`config.mk`:
```
export PLATFORM = sky130hd
export DESIGN_NAME = tbird_light_sched
export DESIGN_NICKNAME = d
export VERILOG_FILES = /design/src/rtl/tbird_light_sched.sv
export SDC_FILE = /design/constraint.sdc
export NUM_CORES = 1
export LEC_CHECK = 0
export ABC_AREA = 1
export CAP_MARGIN = 15
export CELL_PAD_IN_SITES_DETAIL_PLACEMENT = 1
export CELL_PAD_IN_SITES_GLOBAL_PLACEMENT = 1
export CORE_UTILIZATION = 35
export CTS_BUF_LIST = sky130_fd_sc_hd__clkbuf_4
export DETAILED_ROUTE_END_ITERATION = 8
export DONT_BUFFER_PORTS = 1
export MAX_ROUTING_LAYER = met4
export PLACE_DENSITY_LB_ADDON = 0.1
export SYNTH_ARGS = -nofsm -noshare
export SYNTH_HDL_FRONTEND = slang
export SYNTH_SLANG_ARGS = --single-unit
```
`constraint.sdc`:
```
create_clock -name clk -period 3.7 [get_ports clk]
set_input_delay 1.11 -clock clk [delete_from_list [all_inputs] [get_ports clk]]
set_output_delay 1.11 -clock clk [all_outputs]
set_load 0.05 [all_outputs]
```
`src/rtl/tbird_light_sched.sv`:
```
// Thunderbird tail-light sequencer: arbitrates left/right requests and paces the six-lamp sweep.
// Optional hazard sweep on simultaneous requests is compiled in with `define TBIRD_HAZARD_EN.
module tbird_light_sched #(
  parameter int unsigned TICK_DIV = 4
) (
  input  logic clk,
  input  logic rst,
  input  logic left,
  input  logic right,
  output logic LC,
  output logic LB,
  output logic LA,
  output logic RA,
  output logic RB,
  output logic RC,
  output logic busy
);

  localparam int unsigned CW = (TICK_DIV > 1) ? $clog2(TICK_DIV) : 1;
  localparam logic [CW-1:0] CNT_MAX = CW'(TICK_DIV - 1);

  typedef enum logic [3:0] {
    IDLE, L1, L2, L3, R1, R2, R3, DARK
`ifdef TBIRD_HAZARD_EN
    , H1, H2, H3
`endif
  } state_t;

  state_t          state_q, state_d;
  logic [CW-1:0]   cnt_q, cnt_d;
  logic            last_left_q, last_left_d;
  logic [5:0]      lamps_q;
  logic            busy_q;
  logic            tick;

  // Lamp pattern ordered {LC, LB, LA, RA, RB, RC}
  function automatic logic [5:0] decode(input state_t s);
    logic [5:0] v;
    v = 6'b000000;
    case (s)
      L1:      v = 6'b001000;
      L2:      v = 6'b011000;
      L3:      v = 6'b111000;
      R1:      v = 6'b000100;
      R2:      v = 6'b000110;
      R3:      v = 6'b000111;
`ifdef TBIRD_HAZARD_EN
      H1:      v = 6'b001100;
      H2:      v = 6'b011110;
      H3:      v = 6'b111111;
`endif
      default: v = 6'b000000;
    endcase
    return v;
  endfunction

  always_ff @(posedge clk) begin
    if (rst) begin
      state_q     <= IDLE;
      cnt_q       <= '0;
      last_left_q <= 1'b0;
      lamps_q     <= 6'b000000;
      busy_q      <= 1'b0;
    end else begin
      state_q     <= state_d;
      cnt_q       <= cnt_d;
      last_left_q <= last_left_d;
      lamps_q     <= decode(state_d);
      busy_q      <= (state_d != IDLE);
    end
  end

  // Arbitration in IDLE; elsewhere the prescaler paces the sweep to DARK and back to IDLE
  always_comb begin
    state_d     = state_q;
    cnt_d       = cnt_q;
    last_left_d = last_left_q;
    tick        = (cnt_q == CNT_MAX);
    case (state_q)
      IDLE: begin
        cnt_d = '0;
        if (left && right) begin
`ifdef TBIRD_HAZARD_EN
          state_d = H1;
`else
          if (last_left_q) begin
            state_d     = R1;
            last_left_d = 1'b0;
          end else begin
            state_d     = L1;
            last_left_d = 1'b1;
          end
`endif
        end else if (left) begin
          state_d     = L1;
          last_left_d = 1'b1;
        end else if (right) begin
          state_d     = R1;
          last_left_d = 1'b0;
        end
      end
      default: begin
        if (tick) begin
          cnt_d = '0;
          case (state_q)
            L1:      state_d = L2;
            L2:      state_d = L3;
            L3:      state_d = DARK;
            R1:      state_d = R2;
            R2:      state_d = R3;
            R3:      state_d = DARK;
`ifdef TBIRD_HAZARD_EN
            H1:      state_d = H2;
            H2:      state_d = H3;
            H3:      state_d = DARK;
`endif
            default: state_d = IDLE;
          endcase
        end else begin
          cnt_d = cnt_q + CW'(1);
        end
      end
    endcase
  end

  assign {LC, LB, LA, RA, RB, RC} = lamps_q;
  assign busy = busy_q;

endmodule

```
==> flow_metrics.tcl, run 1 <==
set metrics [dict create \
    clock_path_buffers 2 \
    period_share 0.544 \
    ioPinCount 11 \
    ys_top_cells_by_area "dfxtp_1 (45%), nand2_1 (9.6%), inv_1 (7.8%), nand3_1 (7.2%), nor2_1 (6.6%)" \
    hpwl_um 1070 \
    layout_commonest_cell "nand2_1" \
    place.port_buffers 0 \
    synth_top_area_share 0.450 \
    setup_ws_ns 1.69 \
    regArea_um2 280 \
    vdd_drop_max_mv 0.295 \
    maxSlewViolCount 0 \
    grt_pass1_wl_um 2390 \
    synth_top_area_cell "dfxtp_1" \
    grt_pass1_vias 540 \
    fin_util 0.425 \
    synthToLayoutAreaGrowth_pct 7.43 \
    grt_max_degree 9 \
    wirelength_um 1300 \
    arrival_ns 0.90 \
    drv_cap 0 \
    finalCriticalPeriod_ns 2.01 \
    multi_input_area_um2 290 \
    outcome "finished, final reports clean" \
    syn_nets 88 \
    min_path_type "register to register" \
    max_slew.worst_pin.slew_ns 0.487 \
    worst_slew_margin_rel 0.675 \
    start_util 0.395 \
    fmax_ghz 0.496 \
    cp_max_fo 1 \
    holdBufCountCts 0 \
    endpoint_kind "primary output" \
    hold_violations 0 \
    yosysSeqAreaShare 0.450 \
    root_buffer "clkbuf_4" \
    avgSynthCellArea_um2 7.51 \
    drive_gt1_frac 0.172 \
    cts-resized-gates 0 \
    path_clk_slew_ns 0.08 \
    setup_tns_ns 0 \
    p_leak_nw 0.333 \
    finClkSkew_ns 0.00625 \
    track_usage 0.176 \
    crit_required_ns 2.59 \
    place_ws_ns 1.86 \
    antennaDiodeCount 0 \
    drcViolationCount 0 \
    layout.cells.most_common_list "nand2_1 (16), dfxtp_1 (14), inv_1 (13)" \
    numCtsBuffers 3 \
    fin_nets 93 \
    synthCells 83 \
    clock_latency_ns 0.27 \
    cts_max_level 1 \
    antenna_found_initial 0 \
    post_cts_buffers 0 \
    ys_types 16 \
    dr.pass1.iters 5 \
    cts.sinks 14 \
    die_w_um 44.2 \
    crit_type "register to primary output" \
    viasPerCell 5.11 \
    p_per_area_nw_per_um2 478 \
    detail_route.wl_per_cell_um 12.7 \
    coreArea_um2 1580 \
    startpoint_type "register" \
    grt_overflow 0 \
    grt_setup_unrepaired "no" \
    yosys_warnings 0 \
    gp_congestion 0.744 \
    die-height_um 44.2 \
    drt_iter0_drc 8 \
    rows 14 \
    dr_total_vias 526 \
    n_fill_cell 211 \
    die_area_um2 1950 \
    synth-seq-cells 14 \
    syn_area_um2 623 \
    antenna_left 0 \
    setup-violations-final 0 \
    cts_tree "yes" \
]
-- metrics by stage --
stage / hold slack [ns] / power (W) / area (µm²) / instances
2_1_floorplan: 0.398 / 0.000229 / 623 / 83
3_3_place_gp: 0.416 / 0.000239 / 643 / 99
3_5_place_dp: 0.416 / 0.000240 / 643 / 99
4_1_cts: 0.428 / 0.000326 / 669 / 103
5_1_grt: 0.446 / 0.000342 / 669 / 103
6_report: 0.419 / 0.000320 / 669 / 103
-- final timing paths --
check / startpoint / to / slack [ns] / cells past startpoint
worst max-delay path: lamps_q[1] / RB / 1.69 / 0
worst min-delay path: cnt_q[0] / cnt_q[0] / 0.42 / 1
worst max register to register: cnt_q[0] / busy / 2.34 / 8
worst min register to register: cnt_q[0] / cnt_q[0] / 0.42 / 1
-- cell usage after synthesis --
master    instances
a21oi_1           5
dfxtp_1          14
ha_1              1
inv_1            13
inv_2             1
nand2_1          16
nand2_2           2
nand3_1           9
nand3_2           4
nor2_1           11
nor2_2            2
nor3_1            1
nor3_2            1
o211ai_2          1
o21ai_0           1
o21ai_2           1
-- flip-flops by register name (all words and copies together) (netlist names) --
| name | flops |
|---|---|
| lamps_q | 6 |
| last_left_q | 1 |
| busy | 1 |
| cnt_q | 2 |
| state_q | 4 |
-- power breakdown --
| group | internal (W) | switching, W | total, W |
|---|---|---|---|
| clock | 0.0000390 | 0.0000447 | 0.0000838 |
| combinational | 0.0000174 | 0.0000336 | 0.0000510 |
| sequential | 0.000161 | 0.0000240 | 0.000185 |
| total | 0.000218 | 0.000102 | 0.000320 |
-- area by class of cell --
cell class              count  share of cell area
clock buffers               3              0.0336
clock inverters             1             0.00561
inverters                  14              0.0785
multi-input cells          55               0.434
flip-flops and latches     14               0.419
well taps                  16              0.0299
-- routing by layer --
| metal | vias up | part of all wire | GRT usage | routed length (µm) |
|---|---|---|---|---|
| met5 | - | 0 | - | 0 |
| met4 | 0 | 0.0084 | 0.0545 | 11 |
| met3 | 2 | 0.030 | 0.0612 | 39 |
| met2 | 6 | 0.50 | 0.274 | 651 |
| met1 | 250 | 0.46 | 0.215 | 601 |
| li1 | 268 | - | - | - |
-- cells by family after synthesis --
group                      count (synthesis)  synth area share
buffers and inverters                     14            0.0843
AOI/OAI and AO/OA                          8            0.0823
and+or+nand+nor                           46             0.363
DFF                                       14             0.450
adders and majority gates                  1            0.0201
Note: power is estimated with default switching activity, not from simulation.
==> inputs of run 2 (changes only) <==
Clock period 3.7 ns to 2.1 ns, I/O delays scaled along.
==> flow_metrics.tcl, run 2 (synthesized netlist as in run 1, its figures left out) <==
set metrics [dict create \
    outcome "finished, final reports clean" \
    cp_max_fo 1 \
    grt_overflow 0 \
    antenna_left 0 \
    pwr-share-comb 0.160 \
    fmax_ghz 0.646 \
    drt_iter0_drc 6 \
    place.port_buffers 0 \
    crit_type "register to primary output" \
    finalCriticalPeriod_ns 1.55 \
    grt_max_degree 8 \
    place_ws_ns 0.743 \
    track_usage 0.180 \
    startpoint_type "register" \
    top_register "lamps_q" \
    endpoint_kind "primary output" \
    internal-power_w 0.000381 \
    synthToLayoutAreaGrowth_pct 6.83 \
    antenna_found_initial 0 \
    viasPerCell 5.08 \
    die_w_um 44.2 \
    crit_required_ns 1.47 \
    p_leak_nw 0.332 \
    grt_pass1_vias 524 \
    gp_congestion 0.781 \
    power_frac_clock 0.263 \
    cts_tree "yes" \
    coreArea_um2 1580 \
    multi_input_area_um2 290 \
    wirelength_um 1330 \
    drcViolationCount 0 \
    drv_cap 0 \
    worstSetupEndpoint "busy" \
    setup-violations-final 0 \
    die-height_um 44.2 \
    netSwitchingPower_w 0.000185 \
    p_per_area_nw_per_um2 850 \
    dr_total_vias 518 \
    rrSetupSlack_ns 0.74 \
    grt_pass1_wl_um 2350 \
    fin_nets 93 \
    pwr-share-seq 0.577 \
    max_slew.worst_pin.slew_ns 0.493 \
    setup_tns_ns 0 \
    cts-resized-gates 0 \
    hold_violations 0 \
    clock_latency_ns 0.28 \
    crit_start "busy" \
    switching_share 0.327 \
    cp_num_cells 0 \
    setup_ws_ns 0.553 \
    detail_route.wl_per_cell_um 13.1 \
    drive_gt1_frac 0.174 \
    vdd_drop_max_mv 0.414 \
    post_cts_buffers 0 \
    root_buffer "clkbuf_4" \
    holdBufCountCts 0 \
    worst_slew_margin_rel 0.671 \
    numCtsBuffers 3 \
    dr.pass1.iters 6 \
    min_path_type "input port to register" \
    arrival_ns 0.92 \
    reg2regPathDepth 8 \
    period_share 0.737 \
    cts_max_level 1 \
    timing.rr.start "cnt_q[0]" \
    rows 14 \
    n_fill_cell 207 \
    antennaDiodeCount 0 \
    path_clk_slew_ns 0.08 \
    hold_start "rst" \
    finClkSkew_ns 0.00542 \
    clock_path_buffers 2 \
    die_area_um2 1950 \
    regArea_um2 280 \
    reg_top3 "lamps_q x6, state_q x4, cnt_q x2" \
    start_util 0.395 \
    cts.sinks 14 \
    layout_commonest_cell "nand2_1" \
    ioPinCount 11 \
    layout.cells.most_common_list "nand2_1 (16), dfxtp_1 (14), inv_1 (13)" \
    hpwl_um 1060 \
    largest_reg_flops 6 \
    grt_setup_unrepaired "no" \
    worstReg2RegEnd "busy" \
    maxSlewViolCount 0 \
]
## run 2: changes by cell type in the layout (fill, tap and decap cells not counted)
cell      change
clkinv_1      -1
## run 2: area by class of cell
class                      instances  area share
clock buffer                       3      0.0338
sequential                        14       0.421
inverter                          14      0.0789
multi-input combinational         55       0.436
tap                               16      0.0301
## run 2: layer usage
layer | vias up | share of wire | global-route usage
met5 | - | 0 | -
met4 | 0 | 0.037 | 0.145
met3 | 5 | 0.021 | 0.0367
met2 | 6 | 0.48 | 0.271
met1 | 238 | 0.46 | 0.204
li1 | 269 | - | -
## run 2: worst min-delay path by stage
stage             endpoint  cells after the start
6_report       last_left_q                      1
5_1_grt        last_left_q                      1
4_1_cts        last_left_q                      1
3_5_place_dp      cnt_q[0]                      1
3_3_place_gp      cnt_q[0]                      1
2_1_floorplan     cnt_q[0]                      1
## run 2: power groups by stage
stage               Combinational (W)  Clock [W]  Sequential (W)
floorplan                   0.0000738          0        0.000329
global placement            0.0000903          0        0.000332
detailed placement          0.0000916          0        0.000333
CTS                         0.0000927   0.000158        0.000327
global route                 0.000106   0.000168        0.000329
finish                      0.0000907   0.000149        0.000326
## run 2: through the flow
step / power, W / cells / hold slack [ns] / util / cell area [µm²]
finish: 0.000566 / 102 / 0.404 / 0.422 / 666
global route: 0.000603 / 102 / 0.392 / 0.422 / 666
CTS: 0.000578 / 102 / 0.396 / 0.422 / 666
detailed placement: 0.000425 / 99 / 0.418 / 0.408 / 643
global placement: 0.000423 / 99 / 0.407 / 0.408 / 643
floorplan: 0.000403 / 83 / 0.398 / - / 623
## run 2: worst register-to-register path, stage by stage, from the launching register on
cell,delay (ns)
dfxtp_1,0.34
ha_1,0.19
inv_1,0.13
a21oi_1,0.14
nand3_1,0.10
nand2_2,0.10
nand3_2,0.11
nor2_1,0.12
nor2_1,0.05
